### config.mk
export PLATFORM = sky130hd
export DESIGN_NAME = input_buffer
export DESIGN_NICKNAME = d
export VERILOG_FILES = /design/src/rtl/noc_params.sv /design/src/rtl/buf_mem.sv /design/src/rtl/input_buffer.sv
export SDC_FILE = /design/constraint.sdc
export NUM_CORES = 1
export LEC_CHECK = 0
export ABC_AREA = 1
export BUFFER_PORTS_ARGS = -buffer_cell sky130_fd_sc_hd__buf_2
export CAP_MARGIN = 15
export CORE_MARGIN = 2
export CORE_UTILIZATION = 55
export DETAILED_ROUTE_END_ITERATION = 16
export PLACE_DENSITY = 0.79
export SETUP_SLACK_MARGIN = 0.02
export SYNTH_ARGS = -nofsm -noshare
export SYNTH_HDL_FRONTEND = slang
export SYNTH_HIERARCHICAL = 1
export SYNTH_SLANG_ARGS = --single-unit
### constraint.sdc
create_clock -name clk -period 7 [get_ports clk]
set_input_delay 0.7 -clock clk [delete_from_list [all_inputs] [get_ports clk]]
set_output_delay 0.7 -clock clk [all_outputs]
set_load 0.01 [all_outputs]
### src/rtl/noc_params.sv
// Shared NoC parameters: packet format and default input buffer depth.
package noc_params;

  typedef struct packed {
    logic [3:0]  dest;
    logic [7:0]  id;
    logic [15:0] payload;
  } packet_t;

  localparam int INPUT_BUF_DEPTH = 4;

endpackage

### src/rtl/buf_mem.sv
// Packet storage for the input buffer: one write port, async read port, no reset.
module buf_mem
  import noc_params::*;
#(
  parameter int DEPTH = INPUT_BUF_DEPTH,
  localparam int PTR_W = $clog2(DEPTH)
) (
  input  logic             clk,
  input  logic             we,
  input  logic [PTR_W-1:0] waddr,
  input  packet_t          wdata,
  input  logic [PTR_W-1:0] raddr,
  output packet_t          rdata
);

  packet_t mem_q [DEPTH];

  always_ff @(posedge clk) begin
    if (we) mem_q[waddr] <= wdata;
  end

  assign rdata = mem_q[raddr];

endmodule

### src/rtl/input_buffer.sv
// Per-port show-ahead input FIFO with credit return toward the upstream link.
// Define INPUT_BUFFER_STATS_EN to add saturating accepted/dropped packet counters.
module input_buffer
  import noc_params::*;
#(
  parameter int DEPTH = INPUT_BUF_DEPTH,
  localparam int CNT_W = $clog2(DEPTH) + 1
) (
  input  logic             clk,
  input  logic             rst_n,
  input  logic             in_valid,
  input  packet_t          in_pkt,
  output logic             credit_out,
  output logic             buf_empty,
  output packet_t          buf_data,
  input  logic             buf_rd_en,
  output logic             full,
  output logic [CNT_W-1:0] count,
  output logic             overflow_err
`ifdef INPUT_BUFFER_STATS_EN
  ,
  output logic [15:0]      pkt_in_cnt,
  output logic [7:0]       drop_cnt
`endif
);

  localparam int PTR_W = $clog2(DEPTH);

  logic [PTR_W-1:0] wr_ptr_q, wr_ptr_d, rd_ptr_q, rd_ptr_d;
  logic [CNT_W-1:0] count_q, count_d;
  logic             credit_q, ovf_q, ovf_d;
  logic             rd_acc, wr_acc, drop;
  packet_t          rdata;

  assign buf_empty = (count_q == '0);
  assign full      = (count_q == CNT_W'(DEPTH));

  // A write into a full buffer is only safe when the same edge frees a slot.
  assign rd_acc = buf_rd_en && !buf_empty;
  assign wr_acc = in_valid && (!full || rd_acc);
  assign drop   = in_valid && full && !rd_acc;

  always_comb begin
    wr_ptr_d = wr_acc ? wr_ptr_q + PTR_W'(1) : wr_ptr_q;
    rd_ptr_d = rd_acc ? rd_ptr_q + PTR_W'(1) : rd_ptr_q;
    count_d  = count_q + CNT_W'(wr_acc) - CNT_W'(rd_acc);
    ovf_d    = ovf_q | drop;
  end

  always_ff @(posedge clk) begin
    if (!rst_n) begin
      wr_ptr_q <= '0;
      rd_ptr_q <= '0;
      count_q  <= '0;
      credit_q <= 1'b0;
      ovf_q    <= 1'b0;
    end else begin
      wr_ptr_q <= wr_ptr_d;
      rd_ptr_q <= rd_ptr_d;
      count_q  <= count_d;
      credit_q <= rd_acc;
      ovf_q    <= ovf_d;
    end
  end

  buf_mem #(.DEPTH(DEPTH)) u_mem (
    .clk   (clk),
    .we    (wr_acc),
    .waddr (wr_ptr_q),
    .wdata (in_pkt),
    .raddr (rd_ptr_q),
    .rdata (rdata)
  );

  assign buf_data     = buf_empty ? '0 : rdata;
  assign count        = count_q;
  assign credit_out   = credit_q;
  assign overflow_err = ovf_q;

`ifdef INPUT_BUFFER_STATS_EN
  logic [15:0] pkt_in_cnt_q, pkt_in_cnt_d;
  logic [7:0]  drop_cnt_q, drop_cnt_d;

  always_comb begin
    pkt_in_cnt_d = (wr_acc && pkt_in_cnt_q != '1) ? pkt_in_cnt_q + 16'd1 : pkt_in_cnt_q;
    drop_cnt_d   = (drop && drop_cnt_q != '1) ? drop_cnt_q + 8'd1 : drop_cnt_q;
  end

  always_ff @(posedge clk) begin
    if (!rst_n) begin
      pkt_in_cnt_q <= '0;
      drop_cnt_q   <= '0;
    end else begin
      pkt_in_cnt_q <= pkt_in_cnt_d;
      drop_cnt_q   <= drop_cnt_d;
    end
  end

  assign pkt_in_cnt = pkt_in_cnt_q;
  assign drop_cnt   = drop_cnt_q;
`else
  // Statistics counters are not built in this configuration.
`endif

endmodule

# Word level (Yosys, flattened, before mapping)
# Memory sizes are Yosys's and may differ from the RTL's. A register that Yosys moved wholly into a read port is not among the register bits.
# Index checks and enable logic that the tools add are counted.
op_classes:
  add_sub_neg: 4
  eq_ne: 1
  muxes: 5
  bitwise_logic: 1
  n_reduce_logical: 9
ops:
  columns: ["op", "n"]
  rows:
  - ["2-to-1 mux 28 bit", 1]
  - ["adder 2 x 1 -> 2 bit (second input constant)", 2]
  - ["logical AND 1 bit", 4]
  - ["2-to-1 mux 2 bit", 2]
  - ["adder 3 x 1 -> 3 bit", 1]
  - ["== test 3 bit (second input constant)", 1]
  - ["zero test 1 bit", 3]
  - ["zero test 3 bit", 1]
  - ["subtractor 3 x 1 -> 3 bit", 1]
  - ["2-to-1 mux 1 bit", 2]
  - ["logical OR 1 bit", 1]
  - ["bitwise OR 1 bit", 1]
totals:
  register_bits: 9
  mem_bits_rw: 112
  input_bits: 32
  wordCells: 26
  mem_count: 1
mem_list:
  columns: ["name", "words", "width", "rd", "rd_clocked_by_memory_dff", "write_ports", "line_no", "source"]
  rows:
  - ["u_mem.mem_q", 4, 28, 1, 1, 1, "buf_mem.sv:16", "packet_t mem_q [DEPTH];"]

# Longest topological paths before layout
# Gate-level depths: netlist of the first run.
logic_depth:
  depth_word: 7
  depth_mapped: 10
  depth_no_buf: 10

# By module
# The synthesis of the first run kept the hierarchy.
modules_own_cells:
  columns: ["module", "instances", "cells_per_inst", "area_each_um2", "seq_area_each_um2"]
  rows:
  - ["buf_mem", 1, 446, 4770.8, 3363.2]
  - ["input_buffer", 1, 121, 772.0, 180.2]

# Worst setup path before layout of the first run
# Ideal clock, no wire load.
synth_path:
  path_kind: "input -> register"
  from: "input port buf_rd_en"
  to: "memory u_mem/mem_q[1][0] (netlist bit), enable pin"
  setup_ps: 448
  arrival_time_ps: 2972
  slack_ps: 3580
  stages: 6
  path_buffers: 0
  cell_sequence: "inv_1 nand3_1 nand2_1 inv_2 inv_1 nor3_1"
synth_via:
  elab_chain_cells: 5
synth_lines:
  columns: ["item", "line_no", "source"]
  rows:
  - ["start, declared", "input_buffer.sv:16", "input logic buf_rd_en,"]
  - ["logical AND 1 bit", "input_buffer.sv:39", "assign rd_acc = buf_rd_en && !buf_empty;"]
  - ["logical OR 1 bit", "input_buffer.sv:40", "assign wr_acc = in_valid && (!full || rd_acc);"]
  - ["logical AND 1 bit", "input_buffer.sv:40", null]
  - ["named net wr_acc", "input_buffer.sv:32", "logic rd_acc, wr_acc, drop;"]
  - ["2-to-1 mux 1 bit", "buf_mem.sv:19", "if (we) mem_q[waddr] <= wdata;"]
  - ["2-to-1 mux 1 bit (not written as such)", "buf_mem.sv:19", null]
  - ["end, declared", "buf_mem.sv:16", null]
# The timed path passes the listed nets, and every way through them passes these cells.

==> impl_metrics.yaml, run 1 <==
outcome:
  status: "completed"
yosys:
  yosysSeqAreaShare_pct: 63.9
  ys.flop_type: "edfxtp_1"
  async_flop_share_pct: 0
  syn_area_sq_um: 5540
  synth_cell_type_count: 22
  synth_warnings: 6
  synth_top_area_share_pct: 60.7
  syn_inst: 567
  postSynthAreaPerCell_sq_um: 9.78
  synth_nets: 601
  synth_edf_count: 112
  ys_top_cells_by_area: "edfxtp_1 (61%), nand2_1 (11%), inv_1 (10%), nand3_1 (5.6%), dfxtp_1 (3.3%)"
  yosysMostFrequentCell: "nand2_1"
  yosys-top-cells-count: "nand2_1 (158), inv_1 (154), edfxtp_1 (112)"
  synth-seq-cells: 121
  synth_top_cell_by_area: "edfxtp_1"
placement:
  dpl.cell_count: 751
  dp_hpwl_mm: 6.53
  post-place-ws_ns: 3.79
  gp_congestion: 0.738
  port_buffers: 66
power_and_ir_drop:
  power.total_mw: 2.56
  power.leakage_nw: 3.18
  combPwrFrac_pct: 28.5
  clkPwrFrac_pct: 36.5
  intPower_mw: 1.72
  p_sw_share_pct: 32.8
  p_switching_mw: 0.840
  powerDensity_nw_per_um2: 389
  ir_drop_mv: 0.369
  seqPwrFrac_pct: 35.1
cts:
  root_buffer: "clkbuf_8"
  clock_path_buffers: 2
  clock_sinks: 121
  clkTransAtPathRegs_ns: 0.06
  clk_latency_ns: 0.52
  post_cts_buffers: 0
  cts_resized: 0
  cts_hold_buf: 0
  cts_tree: "yes"
  htreeDepth: 4
  cts_made_buffers: 17
critical_path:
  worstSetupStartpointType: "flip-flop"
  setup.worst_path.class: "reg2out"
  end_kind: "output port"
  crit_fanout: 56
  cp_cell_sequence: "buf_16 > inv_2 > nand2_1 > nand3_1 > nand2_1 > inv_1 > nor2_1 > buf_2"
  cp.arrival_ns: 2.66
  cp_common_cell: "nand2_1"
  cpMaxStageDelayCell: "inv_2"
  max_stage_delay_ns: 0.71
  cp.required_ns: 6.30
timing:
  worstMarginPinSlew_ns: 0.967
  finalHoldViolCount: 0
  setup_ws_ns: 3.64
  finalCriticalPeriod_ns: 3.36
  drv_slew: 0
  setup_viol: 0
  tns_ns: 0
  fin_skew_ns: 0.0117
  slew_headroom_pct: 35.5
  finalCritPeriodShare_pct: 47.9
  fmax_mhz: 298
  rsz0062_at_grt: "no"
grt:
  grt_max_degree: 61
  track_usage_pct: 21.7
  antenna_found_initial: 0
  grt_pass1_vias: 3911
  grt_pass1_wl_mm: 18.2
  grt.overflow.total: 0
finish:
  area_growth_pct: 18.9
  multi_input_area_sq_um: 1240
  register_area_sq_um: 3540
  post-route-util_pct: 67.4
  drive_gt1_share_pct: 19.3
  fin_nets: 673
  instances_no_fill: 785
  num-fill-cells: 757
  antenna_cells: 0
drt:
  drt_wl_total_mm: 11.1
  num_vias: 3814
  drt_iter0_drc: 209
  dr.pass1.iters: 5
  drt-wirelength-per-cell_um: 14.2
  drc_errors: 0
  ant_nets: 0
  vias_per_cell: 4.86
floorplan:
  die_y_um: 104
  pin_count: 67
  dieWidth_um: 104
  initial_utilization_pct: 56.7
  die_area_sq_um: 10900
  row_count: 36
  core_area_sq_um: 9770
hold_path:
  hp-class: "in2reg"
run:
  drv_cap: 0
==> final timing paths <==
check | endpoint | cells after the start | slack (ns) | start
setup reg to reg | u_mem/mem_q[2][17]$_DFFE_PP_ | 8 | 4.76 | count[1]$_SDFF_PN0_
hold reg to reg | overflow_err$_SDFF_PN0_ | 2 | 0.45 | overflow_err$_SDFF_PN0_
setup / recovery | buf_data[20] | 8 | 3.64 | rd_ptr_q[0]$_SDFFE_PN0N_
hold / removal | u_mem/mem_q[3][7]$_DFFE_PP_ | 1 | 0.39 | in_pkt[7]
==> power by group through the flow <==
stage | registers (mW) | clock network [mW] | logic [mW]
2_1_floorplan | 0.898 | 0 | 0.570
3_3_place_gp | 0.925 | 0 | 0.684
3_5_place_dp | 0.930 | 0 | 0.702
4_1_cts | 0.916 | 0.945 | 0.708
5_1_grt | 0.905 | 0.977 | 0.820
6_report | 0.898 | 0.934 | 0.729
==> state kept, by name, indices dropped and copies added, names as in the netlist <==
signal        count
count             3
rd_ptr_q          2
wr_ptr_q          2
overflow_err      1
credit_out        1
u_mem/mem_q     112
==> logic make-up (layout without fill, tap and decap cells) <==
| kind of cell | Yosys count | in the layout | synth area share [%] |
|---|---|---|---|
| AOI/OAI and AO/OA | 4 | 4 | 0.361 |
| xor gates and xnor gates | 1 | 1 | 0.158 |
| adders and majority gates | 2 | 2 | 0.587 |
| buffers and inverters | 178 | 263 | 14.0 |
| DFF | 121 | 121 | 63.9 |
| and+or+nand+nor | 261 | 261 | 20.9 |
==> layout by cell type, fill, tap and decap left out, drive strengths merged <==
| cell type | count |
|---|---|
| a21oi | 4 |
| buf | 73 |
| bufinv | 5 |
| clkbuf | 17 |
| clkinv | 4 |
| clkinvlp | 4 |
| dfxtp | 9 |
| edfxtp | 112 |
| fa | 1 |
| ha | 1 |
| inv | 160 |
| nand2 | 160 |
| nand3 | 62 |
| nor2 | 34 |
| nor3 | 4 |
| or2 | 1 |
| xor2 | 1 |
==> stage by stage <==
| stage | hold WS [ns] | cell area (sq um) |
|---|---|---|
| 6_report | 0.395 | 6590 |
| 5_1_grt | 0.369 | 6590 |
| 4_1_cts | 0.373 | 6550 |
| 3_5_place_dp | 0.446 | 5920 |
| 3_3_place_gp | 0.441 | 5920 |
| 2_1_floorplan | 0.474 | 5540 |
==> per-layer routing <==
layer  global-route usage, %  up-vias  part of all wire [%]
met2                    37.3      135                    52
met3                    6.83       16                   6.0
met1                    24.9     1792                    40
met5                       0        -                     0
li1                        -     1871                     -
met4                    9.65        0                   1.5
==> area by class of cell <==
| class | instances | share of cell area [%] |
|---|---|---|
| multi-input cells | 268 | 18.8 |
| clock buffers | 17 | 6.28 |
| clock inverters | 15 | 3.38 |
| well taps | 133 | 2.52 |
| inverters | 158 | 9.04 |
| repair buffers | 73 | 6.17 |
| flip-flops and latches | 121 | 53.8 |
==> critical path: cells and delay by family (launching register included) <==
family	cells	cell delay (ns)
DFF	1	0.49
buffers and inverters	4	1.21
and+or+nand+nor	4	0.41
(Power assumes the default switching activity.)
==> inputs of run 2 (changes only) <==
Settings changed: ABC_AREA 1 to 0, PLACE_DENSITY 0.79 to 0.8.
Clock period 7 ns to 3.36 ns, I/O delays scaled along.
==> impl_metrics.yaml, run 2 <==
grt:
  grt_max_degree: 32
  antenna_found_initial: 0
  use_met3_pct: 6.14
  track_usage_pct: 19.5
  grt_pass1_wl_mm: 13.3
  grt_busiest_layer: "met2"
  use_met1_pct: 23.3
  grt_pass1_vias: 2468
  grt.overflow.total: 0
  grtUsageMet2_pct: 33.3
placement:
  port_buffers: 66
  gp_congestion: 0.756
  dp_hpwl_mm: 4.73
  postPlaceCellArea_sq_um: 5180
yosys:
  synth_warnings: 6
  yosysMostFrequentCell: "edfxtp_1"
  synth_cell_type_count: 33
  synth_top_cell_by_area: "edfxtp_1"
  ys_top_cells_by_area: "edfxtp_1 (71%), mux4_2 (9.5%), mux4_1 (4.4%), dfxtp_1 (3.8%), nor2b_1 (2.9%)"
  synth_nets: 256
  postSynthAreaPerCell_sq_um: 21.3
  yosysSeqAreaShare_pct: 75.0
  syn_area_sq_um: 4720
  synth_edf_count: 112
  yosys-top-cells-count: "edfxtp_1 (112), nor2b_1 (22), mux4_2 (20)"
  synth_top_area_share_pct: 71.2
  async_flop_share_pct: 0
  synth-seq-cells: 121
  ys.flop_type: "edfxtp_1"
  syn_inst: 222
timing:
  drv_slew: 0
  fin_skew_ns: 0.00776
  worstMarginPinSlew_ns: 0.790
  slew_headroom_pct: 47.3
  setup_viol: 0
  finalCriticalPeriod_ns: 2.70
  tns_ns: 0
  fmax_mhz: 370
  finalHoldViolCount: 0
  rsz0062_at_grt: "no"
  finalCritPeriodShare_pct: 80.4
drt:
  drt-wirelength-per-cell_um: 20.3
  ant_nets: 0
  drt_wl_total_mm: 8.56
  num_vias: 2331
  drc_errors: 0
  drt_iter0_drc: 136
  vias_per_cell: 5.54
  dr.pass1.iters: 4
finish:
  largest_reg_flops: 112
  regMostFlops: "u_mem/mem_q"
  post-route-util_pct: 69.0
  final_area_sq_um: 5700
  drive_gt1_share_pct: 41.5
  fin_nets: 337
  area_growth_pct: 20.6
  final_cell_mix: "edfxtp_1 (112), buf_2 (66), nor2b_1 (22)"
  multi_input_area_sq_um: 1110
  register_area_sq_um: 3540
  antenna_cells: 0
  num-fill-cells: 534
  layout_commonest_cell: "edfxtp_1"
cts:
  htreeDepth: 4
  cts_hold_buf: 0
  cts_tree: "yes"
  clock_sinks: 121
  cts_made_buffers: 17
  cts_resized: 0
  clkTransAtPathRegs_ns: 0.06
  root_buffer: "clkbuf_8"
  post_cts_buffers: 0
  clk_latency_ns: 0.50
  clock_path_buffers: 2
power_and_ir_drop:
  ir_drop_mv: 0.405
  power.leakage_nw: 2.04
  power.total_mw: 4.69
  powerDensity_nw_per_um2: 824
critical_path:
  cp.required_ns: 3.02
  crit_fanout: 18
  worstSetupStartpointType: "flip-flop"
  setup.worst_path.class: "reg2out"
  cp.arrival_ns: 2.36
  end_kind: "output port"
floorplan:
  pin_count: 67
  die_y_um: 96.7
  dieWidth_um: 96.7
  initial_utilization_pct: 57.2
  die_area_sq_um: 9350
  row_count: 33
  core_area_sq_um: 8260
outcome:
  status: "completed"
run:
  drv_cap: 0
hold_path:
  hp-class: "in2reg"
==> run 2: routing by layer <==
layer | wire length [um] | vias up
li1 | - | 1060
met1 | 3410 | 1189
met2 | 4670 | 71
met3 | 351 | 11
met4 | 128 | 0
met5 | 0 | -
==> run 2: where the power goes <==
group          switching [mW]  internal [mW]
Clock                   0.635          0.900
Combinational           0.611          0.623
Sequential              0.125           1.80
Total                    1.37           3.32
==> run 2: cell families (layout without fill, tap and decap cells) <==
kind of cell,count (synthesis),in the layout,share of synthesized area (%)
AO/OA/AOI/OAI,7,7,1.11
buffers and inverters,12,106,1.88
XOR/XNOR,3,3,0.556
multiplexers,30,30,14.4
AND/OR/NAND/NOR,47,47,6.36
flip-flops,121,121,75.0
adder cells (fa/ha/maj),2,2,0.689
==> run 2: stage by stage <==
step | instances | hold slack (ns) | worst slack, ns
floorplan | 222 | 0.435 | 0.966
global placement | 389 | 0.443 | 0.989
detailed placement | 389 | 0.462 | 0.879
CTS | 421 | 0.0272 | 0.575
global route | 421 | 0.0302 | 0.491
finish | 421 | 0.0534 | 0.659
==> run 2: worst max-delay path, stage by stage (launching register included) <==
cell and delay, ns:
dfxtp_2 0.71, buf_4 0.30, mux4_1 0.56, nor2b_1 0.15
buf_2 0.15
==> run 2: worst paths after layout <==
kind | start | end | slack, ns | cells after the start
hold / removal | in_pkt[14] | u_mem/mem_q[0][14]$_DFFE_PP_ | 0.05 | 1
setup reg to reg | count[2]$_SDFF_PN0_ | count[2]$_SDFF_PN0_ | 0.86 | 8
setup / recovery | rd_ptr_q[0]$_SDFFE_PN0N_ | buf_data[6] | 0.66 | 4
hold reg to reg | overflow_err$_SDFF_PN0_ | overflow_err$_SDFF_PN0_ | 0.47 | 1
==> run 2: area by class of cell <==
| class | instances | area share (%) |
|---|---|---|
| tap | 105 | 2.31 |
| clock buffer | 17 | 7.27 |
| sequential | 121 | 62.2 |
| multi-input combinational | 89 | 19.5 |
| clock inverter | 15 | 1.84 |
| timing repair buffer | 71 | 6.67 |
| inverter | 3 | 0.198 |
